[src/rtl/traffic_clock_if.sv]
// Bundles the time-of-day generator's controls and display outputs.
// The generator attaches through the master modport; the display or bench uses slave.
interface traffic_clock_if;
  logic       set_mode;
  logic       inc_hour;
  logic       inc_min;
  logic       fast;
  logic [3:0] hour_10;
  logic [3:0] hour1;
  logic [3:0] min_10;
  logic [3:0] min1;
  logic [3:0] sec_10;
  logic [3:0] sec1;
  logic       daynight;
  logic       sec_pulse;

  modport master (
    input  set_mode, inc_hour, inc_min, fast,
    output hour_10, hour1, min_10, min1, sec_10, sec1, daynight, sec_pulse
  );

  modport slave (
    output set_mode, inc_hour, inc_min, fast,
    input  hour_10, hour1, min_10, min1, sec_10, sec1, daynight, sec_pulse
  );
endinterface

[src/rtl/traffic_clock.sv]
// BCD hh:mm:ss generator with a 1 s prescaler, a one-cycle second pulse,
// a set mode with button edge detection, and a fast-run mode for demos.
module traffic_clock #(
  parameter int TICK_DIV    = 1000,
  parameter int FAST_DIV    = 10,
  parameter int DAY_START   = 8,
  parameter int NIGHT_START = 23
) (
  input  logic             clk,
  input  logic             rst,
  traffic_clock_if.master  bus
);

  localparam int CW = $clog2(TICK_DIV + 1);

  logic [CW-1:0] cnt, cnt_next, term;
  logic [3:0]    h10, h1, m10, m1, s10, s1;
  logic [3:0]    h10_n, h1_n, m10_n, m1_n, s10_n, s1_n;
  logic [3:0]    h10_inc, h1_inc, m10_inc, m1_inc, s10_inc, s1_inc;
  logic          m_wrap, s_wrap;
  logic          prev_hour, prev_min, hour_rise, min_rise, tick;
  logic          pulse_q;
  logic [6:0]    hour_val;

  always_comb begin
    term      = bus.fast ? CW'(TICK_DIV / FAST_DIV - 1) : CW'(TICK_DIV - 1);
    tick      = ~bus.set_mode && (cnt >= term);
    hour_rise = bus.inc_hour & ~prev_hour;
    min_rise  = bus.inc_min & ~prev_min;

    // Single-step increments of each field; the carry chain below picks which apply.
    if (h10 == 4'd2 && h1 == 4'd3) begin
      h10_inc = 4'd0;
      h1_inc  = 4'd0;
    end else if (h1 == 4'd9) begin
      h10_inc = h10 + 4'd1;
      h1_inc  = 4'd0;
    end else begin
      h10_inc = h10;
      h1_inc  = h1 + 4'd1;
    end

    m_wrap = (m10 == 4'd5) && (m1 == 4'd9);
    if (m1 == 4'd9) begin
      m10_inc = (m10 == 4'd5) ? 4'd0 : m10 + 4'd1;
      m1_inc  = 4'd0;
    end else begin
      m10_inc = m10;
      m1_inc  = m1 + 4'd1;
    end

    s_wrap = (s10 == 4'd5) && (s1 == 4'd9);
    if (s1 == 4'd9) begin
      s10_inc = (s10 == 4'd5) ? 4'd0 : s10 + 4'd1;
      s1_inc  = 4'd0;
    end else begin
      s10_inc = s10;
      s1_inc  = s1 + 4'd1;
    end
  end

  always_comb begin
    cnt_next = cnt + CW'(1);
    h10_n    = h10;
    h1_n     = h1;
    m10_n    = m10;
    m1_n     = m1;
    s10_n    = s10;
    s1_n     = s1;

    // Set mode edits hours and minutes independently; no carry between them.
    if (bus.set_mode) begin
      cnt_next = '0;
      s10_n    = 4'd0;
      s1_n     = 4'd0;
      if (hour_rise) begin
        h10_n = h10_inc;
        h1_n  = h1_inc;
      end
      if (min_rise) begin
        m10_n = m10_inc;
        m1_n  = m1_inc;
      end
    end else if (tick) begin
      cnt_next = '0;
      s10_n    = s10_inc;
      s1_n     = s1_inc;
      if (s_wrap) begin
        m10_n = m10_inc;
        m1_n  = m1_inc;
        if (m_wrap) begin
          h10_n = h10_inc;
          h1_n  = h1_inc;
        end
      end
    end
  end

  always_ff @(posedge clk or negedge rst) begin
    if (!rst) begin
      cnt       <= '0;
      h10       <= 4'd0;
      h1        <= 4'd0;
      m10       <= 4'd0;
      m1        <= 4'd0;
      s10       <= 4'd0;
      s1        <= 4'd0;
      prev_hour <= 1'b0;
      prev_min  <= 1'b0;
      pulse_q   <= 1'b0;
    end else begin
      cnt       <= cnt_next;
      h10       <= h10_n;
      h1        <= h1_n;
      m10       <= m10_n;
      m1        <= m1_n;
      s10       <= s10_n;
      s1        <= s1_n;
      prev_hour <= bus.inc_hour;
      prev_min  <= bus.inc_min;
      pulse_q   <= tick;
    end
  end

  assign hour_val = {3'b000, h10} * 7'd10 + {3'b000, h1};

  assign bus.hour_10   = h10;
  assign bus.hour1     = h1;
  assign bus.min_10    = m10;
  assign bus.min1      = m1;
  assign bus.sec_10    = s10;
  assign bus.sec1      = s1;
  assign bus.sec_pulse = pulse_q;
  assign bus.daynight  = (hour_val >= 7'(NIGHT_START)) || (hour_val < 7'(DAY_START));

endmodule
[src/flat_wrapper.sv]
// flat-port wrapper written by rule: the top's interface ports become plain ports
module traffic_clock_flat 
#(
  parameter int TICK_DIV    = 1000,
  parameter int FAST_DIV    = 10,
  parameter int DAY_START   = 8,
  parameter int NIGHT_START = 23
)
  (clk, rst, bus_set_mode, bus_inc_hour, bus_inc_min, bus_fast, bus_hour_10, bus_hour1, bus_min_10, bus_min1, bus_sec_10, bus_sec1, bus_daynight, bus_sec_pulse);
  traffic_clock_if bus_i ();
  input  logic clk;
  input  logic rst;
  input wire logic [$bits(bus_i.set_mode)-1:0] bus_set_mode;
  input wire logic [$bits(bus_i.inc_hour)-1:0] bus_inc_hour;
  input wire logic [$bits(bus_i.inc_min)-1:0] bus_inc_min;
  input wire logic [$bits(bus_i.fast)-1:0] bus_fast;
  output wire logic [$bits(bus_i.hour_10)-1:0] bus_hour_10;
  output wire logic [$bits(bus_i.hour1)-1:0] bus_hour1;
  output wire logic [$bits(bus_i.min_10)-1:0] bus_min_10;
  output wire logic [$bits(bus_i.min1)-1:0] bus_min1;
  output wire logic [$bits(bus_i.sec_10)-1:0] bus_sec_10;
  output wire logic [$bits(bus_i.sec1)-1:0] bus_sec1;
  output wire logic [$bits(bus_i.daynight)-1:0] bus_daynight;
  output wire logic [$bits(bus_i.sec_pulse)-1:0] bus_sec_pulse;
  assign bus_i.set_mode = bus_set_mode;
  assign bus_i.inc_hour = bus_inc_hour;
  assign bus_i.inc_min = bus_inc_min;
  assign bus_i.fast = bus_fast;
  assign bus_hour_10 = bus_i.hour_10;
  assign bus_hour1 = bus_i.hour1;
  assign bus_min_10 = bus_i.min_10;
  assign bus_min1 = bus_i.min1;
  assign bus_sec_10 = bus_i.sec_10;
  assign bus_sec1 = bus_i.sec1;
  assign bus_daynight = bus_i.daynight;
  assign bus_sec_pulse = bus_i.sec_pulse;
  traffic_clock #(.TICK_DIV(TICK_DIV), .FAST_DIV(FAST_DIV), .DAY_START(DAY_START), .NIGHT_START(NIGHT_START)) u_core (.clk(clk), .rst(rst), .bus(bus_i));
endmodule
[config.mk]
export PLATFORM = sky130hd
export DESIGN_NAME = traffic_clock_flat
export DESIGN_NICKNAME = d
export VERILOG_FILES = /design/src/rtl/traffic_clock_if.sv /design/src/rtl/traffic_clock.sv /design/src/flat_wrapper.sv
export SDC_FILE = /design/constraint.sdc
export NUM_CORES = 1
export LEC_CHECK = 0
export CORE_MARGIN = 1.5
export CORE_UTILIZATION = 59
export DETAILED_ROUTE_END_ITERATION = 16
export GPL_TIMING_DRIVEN = 0
export PLACE_DENSITY = 0.85
export SLEW_MARGIN = 15
export SYNTH_ARGS = -nofsm -noshare
export SYNTH_HDL_FRONTEND = slang
export SYNTH_SLANG_ARGS = --single-unit
[constraint.sdc]
create_clock -name clk -period 5.2 [get_ports clk]
set_clock_uncertainty 0.15 [all_clocks]
set_input_delay 0.52 -clock clk [delete_from_list [all_inputs] [get_ports clk]]
set_output_delay 0.52 -clock clk [all_outputs]
set_load 0.01 [all_outputs]
# ---- Yosys cells after proc, flatten, opt, wreduce, memory -nomap -nowiden
# Cells that the tools add are included.
dict set report totals {
  ff_bits 37
  latchBits 0
  ramBits 0
  romBits 0
  inputBits 6
  out_inout_bits 26
  memories 0
}
dict set report op_classes {
  addsub 8
  multipliers 1
  div 0
  n_lt_le_gt_ge 3
  n_eq_ne 9
  n_shift 0
  mux 35
  bitwise_logic 5
  n_reduce_logical 12
}
# cell count
set op_table {}
lappend op_table {{2-to-1 mux 4 bit} 32}
lappend op_table {{2-to-1 mux 10 bit} 3}
lappend op_table {{adder 4 x 1 -> 4 bit (second input constant)} 6}
lappend op_table {{equality test 4 bit (second input constant)} 3}
lappend op_table {{adder 10 x 1 -> 10 bit (second input constant)} 1}
lappend op_table {{greater-or-equal comparator 10 bit} 1}
lappend op_table {{equality test 4 x 2 -> 1 bit (second input constant)} 2}
lappend op_table {{equality test 4 x 3 -> 1 bit (second input constant)} 2}
lappend op_table {{nonzero test 2 bit} 4}
lappend op_table {{adder 7 x 4 -> 7 bit} 1}
lappend op_table {{greater-or-equal comparator 7 x 5 -> 1 bit (second input constant)} 1}
lappend op_table {{< comparator 7 x 4 -> 1 bit (second input constant)} 1}
lappend op_table {{multiplier 4 x 3 -> 6 bit (second input constant)} 1}
lappend op_table {{logical AND 1 bit} 4}
lappend op_table {{inequality test 2 x 1 -> 1 bit (second input constant)} 2}
lappend op_table {{AND reduction 4 bit} 1}
lappend op_table {{inverter 1 bit} 3}
lappend op_table {{AND reduction 3 bit} 1}
lappend op_table {{AND 1 bit} 2}
lappend op_table {{AND reduction 2 bit} 1}
lappend op_table {{logical OR 1 bit} 1}

# ---- Longest topological paths before layout
# Gate-level depths: netlist of the first run.
dict set report depth {
  ltp_word 7
  depth_mapped 7
}

# ---- Worst setup path after synthesis of the first run
# Ideal clock, no wire load.
dict set report synth_timing {
  path_type {flip-flop to output port}
  from {reg u_core.h10[1], in the netlist u_core.bus.hour_10[1]}
  to {out bus_daynight}
  arrival_time_ns 1.977
  slack_ns 2.553
  path_stages_with_launch 8
  n_path_buf 0
  cell_sequence {dfrtp_1 -> ha_1 -> ha_1 -> fa_1 -> xnor2_1 -> nor3b_1 -> a22o_1 -> o21ai_0}
}
dict set report synth_via {
  elab_chain_cells 4
  elab_cells_between_ends 5
  cone_classes {add/sub (1); mul (1); order compare (2); reduce/logical (1)}
}
# item line_no
set synth_rtl {}
lappend synth_rtl {{start: declaration} traffic_clock.sv:17} ;# logic [3:0] h10, h1, m10, m1, s10, s1;
lappend synth_rtl {{start signal: assignment} traffic_clock.sv:113} ;# h10 <= h10_n;
lappend synth_rtl {{multiplier 4 x 3 -> 6 bit (*)} traffic_clock.sv:125} ;# assign hour_val = {3'b000, h10} * 7'd10 + {3'b000, h1};
lappend synth_rtl {{adder 7 x 4 -> 7 bit (*)} traffic_clock.sv:125}
lappend synth_rtl {{greater-or-equal comparator 7 x 5 -> 1 bit or < comparator 7 x 4 -> 1 bit (tied branches)} traffic_clock.sv:134} ;# assign bus.daynight = (hour_val >= 7'(NIGHT_START)) || (hour_val < 7'(DAY_START));
lappend synth_rtl {{logical OR 1 bit (*)} traffic_clock.sv:134}
lappend synth_rtl {{end: declaration} flat_wrapper.sv:23} ;# output wire logic [$bits(bus_i.daynight)-1:0] bus_daynight;
# Mark *: on every way between the ends. The rest lies on a longest branch, timed or not.

# ---- Final worst setup path of the first run
# Same ends and word-level chain as after synthesis.

==> summary.md, run 1 <==
| Metric | Value |
|---|---|
| Outcome | `finished, final reports clean` |
| CTS tree | `built` |
| Number of remaining DRC errors | `0` |
| CP Cell Sequence | `ha_1 > ha_1 > fa_1 > xnor2_1 > nor3b_1 > a22o_1 > o21ai_0 > clkdlybuf4s50_1` |
| Simple-Gate Fraction of Synth Area | `21.3%` |
| CP peak stage delay | `0.55 ns` |
| Max cap viols | `0` |
| Top FF cell, synth | `dfrtp_1` |
| IO Pins | `32` |
| Post-Syn Area per Cell | `10.2 sq um` |
| Post-Syn Area | `2260 sq um` |
| Clk sink count | `37` |
| WL/cell | `14.9 um` |
| FF-to-FF path depth | `6` |
| Metal3 WL | `210 um` |
| WHS Path Cells | `1` |
| Non-filler instance count after layout | `309` |
| Initial DRC Count | `100` |
| Fmax | `285 MHz` |
| Clock tree root driver cell | `clkbuf_8` |
| Vias | `1,804` |
| ANT nets after route | `0` |
| Final Cell Area | `2760 sq um` |
| Die width | `64.9 um` |
| Hold_ws | `0.363 ns` |
| Max IR drop VDD | `0.234 mV` |
| Total core area | `3660 sq um` |
| Synthesized flop and latch total | `37` |
| Fin util | `75.4%` |
| Initial antenna violation count | `0` |
| Count of final max-slew check failures | `0` |
| Number of enable flip-flop cells after synthesis | `0` |
| Routed length on met2 | `2240 um` |
| First-pass GRT wire length | `8040 um` |
| Data required time of the worst path | `4.53 ns` |
| Resize count post-CTS | `0` |
| HPWL reported at the end of detailed placement | `3330 um` |
| Die Footprint | `4210 sq um` |
| HP Class | `register to register` |
| PD cells | `369 nW/um^2` |
| Final #Nets | `289` |
| GRT Overall Usage | `24.8%` |
| Post-synthesis mux area share | `2.60%` |
| WS Path Type | `register to output pin` |
| Final Hold Viols | `0` |
| Adder-Cell Fraction of Synth Area | `12.8%` |
| Worst EP arrival | `2.84 ns` |
| Initial Utilization | `61.8%` |
| Via-per-instance ratio | `5.84` |
| Synth Area in Compound Gates | `12.9%` |
| Area leader, netlist | `dfrtp_1` |
| Xor/xnor cell area share of the yosys netlist | `7.36%` |
| Ys Warns | `0` |
| CP max stage cell | `clkdlybuf4s50_1` |
| Vias in the first global route | `1,771` |
| Die H | `64.9 um` |
| PortBufs | `31` |
| Area delta synth->final | `22.1%` |
| Detailed Routing Iterations Pass 1 | `4` |
| Total CTS buffers | `5` |
| Slew headroom | `62.8%` |
| Layout cells sized above 1 | `11.5%` |
| Placed inst area | `2650 sq um` |
| Row count | `22` |
| Syn Nets | `249` |
| CP Max Fanout | `8` |
| Main combinational cell family by area after synthesis | `simple AND/OR/NAND/NOR gates` |
| Setup TNS | `0 ns` |
| H-tree levels | `2` |
| Ratio of final minimum period to clock period | `67.5%` |
| Post-layout minimum cycle time | `3.51 ns` |
| Worst slew pin tran | `0.554 ns` |
| Async S/R FF share, synth | `100%` |
| Crit path capture type | `output pin` |
| M1 wire length | `2070 um` |
| Clk Latency, worst-skew pair | `0.29 ns` |
| Seq/Total Area, Yosys | `40.9%` |
| Synth top area cells | `dfrtp_1, ha_1, xnor2_1` |
| Diodes inserted | `0` |
| Crit path launch type | `register` |
| Largest net degree at the start of global routing | `29` |
| Cell mode on critical path | `ha_1` |
| P_leak | `1.23 nW` |
| Dpl cells | `301` |
| Count of cell types in the netlist | `51` |
| Post-Syn Instances | `221` |
| Unrepaired setup endpoints after global routing | `false` |
| Final wirelength | `4610 um` |
| Yosys top cell area share | `40.9%` |
| Longest Clk Path Bufs | `2` |
| Filler cells | `264` |
| Multi-input gate area | `1290 sq um` |
| GR Overflow Total | `0` |
| Top metal layer carrying routed signals | `met4` |
| Setup violations, final | `0` |
| Clk slew on worst S/H paths | `0.07 ns` |
| Register area | `926 sq um` |
| GPL Wtd Cong | `0.812` |
flip-flops by register name, indices dropped and copies added, names as in the netlist:
register,count
u_core.bus.hour1,4
u_core.bus.hour_10,4
u_core.bus.min1,4
u_core.bus.min_10,4
u_core.bus.sec1,4
u_core.bus.sec_10,4
u_core.bus.sec_pulse,1
u_core.cnt,10
u_core.prev_hour,1
u_core.prev_min,1
critical path: cells and delay by family (launching register included):
| family | cells | cell delay, ns |
|---|---|---|
| xor+xnor | 1 | 0.19 |
| buf+inv | 1 | 0.55 |
| simple gates | 1 | 0.08 |
| fa+ha+maj | 3 | 0.94 |
| compound gates | 2 | 0.31 |
| flops | 1 | 0.49 |
cells by family (layout without fill, tap and decap cells):
group / Yosys count / in the layout
XOR/XNOR: 19 / 19
AND/OR/NAND/NOR: 88 / 88
AO/OA/AOI/OAI: 38 / 38
buffers and inverters: 12 / 52
adder cells (fa/ha/maj): 22 / 22
multiplexers: 5 / 5
flip-flops: 37 / 37
synthesized netlist by cell type, types with 2 or more instances:
master	count
xor2_1	7
xnor2_1	12
a21oi_1	6
nand3b_1	4
buf_2	2
nand4_1	3
or2_2	2
inv_1	10
o31ai_1	4
and3_1	4
a21o_1	2
nor4b_1	2
nand2_1	17
fa_1	2
o21ai_0	10
nor2b_1	2
mux2_2	3
nand3_1	15
nor2_1	24
dfrtp_1	37
a22o_1	2
ha_1	20
nand2b_1	3
area by class of cell:
type	count	area share, %
Sequential cell	37	33.5
Tap cell	48	2.17
Clock buffer	5	2.49
Multi-Input combinational cell	172	46.7
Timing Repair Buffer	33	12.1
Inverter	10	1.36
Clock inverter	2	1.27
Buffer	2	0.362
repair_timing:
item,CTS,global route
hold endpoints to repair,9,0
hold buffers,1,0
setup buffers,0,0
final timing paths:
| check | slack [ns] | startpoint | end |
|---|---|---|---|
| worst max-delay path | 1.69 | u_core.bus.hour_10[1]$_DFFE_PN0P_ | bus_daynight |
| worst min-delay path | 0.36 | u_core.cnt[0]$_DFF_PN0_ | u_core.cnt[0]$_DFF_PN0_ |
| worst max register to register | 2.80 | u_core.cnt[2]$_DFF_PN0_ | u_core.bus.min1[1]$_DFFE_PN0P_ |
| worst min register to register | 0.36 | u_core.cnt[0]$_DFF_PN0_ | u_core.cnt[0]$_DFF_PN0_ |
| max in group asynchronous | 3.99 | rst | u_core.bus.hour_10[0]$_DFFE_PN0P_ |
| min in group asynchronous | 0.49 | rst | u_core.cnt[1]$_DFF_PN0_ |
through the flow:
stage | power (mW) | setup WS [ns]
finish | 1.02 | 1.69
global route | 1.09 | 1.54
CTS | 1.02 | 1.68
detailed placement | 0.785 | 2.01
global placement | 0.767 | 2.03
floorplan | 0.623 | 2.55
metal layers:
layer  vias up  global-route usage [%]
met1       881                    32.0
met4         0                    9.57
met2        49                    39.7
met3        10                    6.77
met5         -                       0
li1        864                       -
placed cells by master, fill, tap and decap left out, drive strengths merged, types with 2 or more instances in the layout:
cell	n
a21o	2
a21oi	8
a22o	2
and3	4
and3b	2
buf	4
clkbuf	5
clkdlybuf4s50	30
dfrtp	37
fa	2
ha	20
inv	10
mux2	4
nand2	17
nand2b	3
nand3	15
nand3b	4
nand4	3
nor2	25
nor2b	2
nor3	2
nor4	2
nor4b	2
o21ai	11
o22ai	2
o31ai	4
or2	2
xnor2	12
xor2	7
power by group:
part	internal (mW)	switching [mW]	leakage (nW)	total, mW
combinational	0.211	0.183	0.698	0.394
sequential	0.324	0.0643	0.476	0.389
clock	0.139	0.0978	0.0540	0.237
Power figures use the tool's default switching activity.
==> run 2: changes to the inputs <==
Settings changed: CORE_UTILIZATION 59 to 54, PLACE_DENSITY 0.85 to 0.79.
Clock period 5.2 ns to 3.25 ns, I/O delays scaled along.
==> run 2 against run 1 <==
  * Clock power up 97%
  * Core utilization fell by 4.6 points
  * Setup slack worse by 1.3 ns
  * Critical endpoint unchanged
==> summary.md, run 2 (synthesized netlist as in run 1, its figures left out) <==
| Metric | Value |
|---|---|
| WL/cell | `13.6 um` |
| Setup violations, final | `0` |
| Dpl ws | `0.255 ns` |
| Number of remaining DRC errors | `0` |
| WS Path Type | `register to output pin` |
| Initial DRC Count | `88` |
| GRT Overall Usage | `21.6%` |
| Via-per-instance ratio | `5.57` |
| Layout cells sized above 1 | `14.8%` |
| Total CTS buffers | `5` |
| Ratio of final minimum period to clock period | `87.0%` |
| Data required time of the worst path | `2.77 ns` |
| Diodes inserted | `0` |
| Largest net degree at the start of global routing | `23` |
| Die Footprint | `4590 sq um` |
| ANT nets after route | `0` |
| Row count | `23` |
| CP Max Fanout | `5` |
| Max IR drop VDD | `0.399 mV` |
| Detailed Routing Iterations Pass 1 | `4` |
| Worst slew pin tran | `0.601 ns` |
| Clock tree root driver cell | `clkbuf_8` |
| Fin util | `70.8%` |
| Die H | `67.7 um` |
| Die width | `67.7 um` |
| P_leak | `1.25 nW` |
| Initial Utilization | `56.6%` |
| Commonest non-fill, non-tap cell in the layout | `dfrtp_1` |
| Crit path launch type | `register` |
| Clk sink count | `37` |
| CTS tree | `built` |
| HPWL reported at the end of detailed placement | `3220 um` |
| PD cells | `607 nW/um^2` |
| First-pass GRT wire length | `7320 um` |
| Highest-count cells in the layout ignoring fill and taps | `dfrtp_1, clkdlybuf4s50_1, nor2_1` |
| PortBufs | `31` |
| Clk slew on worst S/H paths | `0.07 ns` |
| H-tree levels | `2` |
| Setup ws final | `0.423 ns` |
| Area delta synth->final | `25.2%` |
| GPL Wtd Cong | `0.783` |
| Fmax | `354 MHz` |
| Longest Clk Path Bufs | `2` |
| Max cap viols | `0` |
| Unrepaired setup endpoints after global routing | `false` |
| GR Overflow Total | `0` |
| Initial antenna violation count | `0` |
| Clk Latency, worst-skew pair | `0.29 ns` |
| Vias in the first global route | `1,687` |
| Count of final max-slew check failures | `0` |
| HP Class | `input port to asynchronous set/reset pin` |
| Vias | `1,742` |
| Max reg flops | `10` |
| IO Pins | `32` |
| Final Hold Viols | `0` |
| Slew headroom | `59.7%` |
| Total core area | `4000 sq um` |
| Outcome | `finished, final reports clean` |
| Biggest register | `u_core.cnt` |
| Setup TNS | `0 ns` |
| Crit path capture type | `output pin` |
| Post-layout minimum cycle time | `2.83 ns` |
| Final #Nets | `290` |
| Worst EP arrival | `2.35 ns` |
| Final wirelength | `4260 um` |
-- run 2: area by class of cell --
type	instances	area [sq um]
sequential	37	931
inverter	10	37.5
timing repair buffer	34	353
fill	317	1170
buffer	2	10.0
clock buffer	5	68.8
tap	50	62.6
multi-input combinational	172	1310
clock inverter	3	65.1
-- run 2: power breakdown --
part / switching (mW) / internal [mW]
combinational: 0.298 / 0.342
clock: 0.163 / 0.305
sequential: 0.0908 / 0.522
total: 0.551 / 1.17
-- run 2: metrics by stage --
| step | hold WS (ns) | instances | total power [mW] | cell area [sq um] |
|---|---|---|---|---|
| floorplan | -0.121 | 221 | 0.997 | 2260 |
| global placement | 0.337 | 302 | 1.23 | 2640 |
| detailed placement | 0.125 | 303 | 1.25 | 2660 |
| CTS | 0.347 | 313 | 1.74 | 2820 |
| global route | 0.373 | 313 | 1.85 | 2830 |
| finish | 0.330 | 313 | 1.72 | 2830 |
-- run 2: per-layer routing --
layer | vias up | track usage [%] | routed length (um)
met1 | 829 | 27.8 | 2020
met4 | 0 | 9.18 | 61
li1 | 868 | - | -
met2 | 38 | 34.8 | 1970
met3 | 7 | 4.83 | 210
met5 | - | 0 | 0
-- run 2: critical path: stages (launching register included) --
cell and delay, ns:
dfrtp_2 0.46, ha_1 0.29, ha_1 0.21, fa_1 0.41, xnor2_2 0.16, nor3b_2 0.17
a22o_1 0.15, o21ai_0 0.06, dlymetal6s2s_1 0.17
-- run 2: worst paths after layout --
kind                                                    from                               to  slack [ns]  cells after the start
max                        u_core.bus.hour_10[3]$_DFFE_PN0P_                     bus_daynight        0.42                      8
min                                                      rst          u_core.cnt[8]$_DFF_PN0_        0.33                      2
max reg2reg                          u_core.cnt[8]$_DFF_PN0_  u_core.bus.hour1[2]$_DFFE_PN0P_        0.82                      6
min reg2reg                          u_core.cnt[0]$_DFF_PN0_          u_core.cnt[0]$_DFF_PN0_        0.37                      1
max in group asynchronous                                rst  u_core.bus.hour1[0]$_DFFE_PN0P_        2.18                      3
min in group clk                     u_core.cnt[0]$_DFF_PN0_          u_core.cnt[0]$_DFF_PN0_        0.37                      1
-- run 2: timing repair --
item                                   4_1_cts  5_1_grt
setup endpoints to repair                    1        1
resized for setup                            2        6
endpoints found under the hold margin       15        0
hold buffers                                 1        0
setup buffers                                1        0
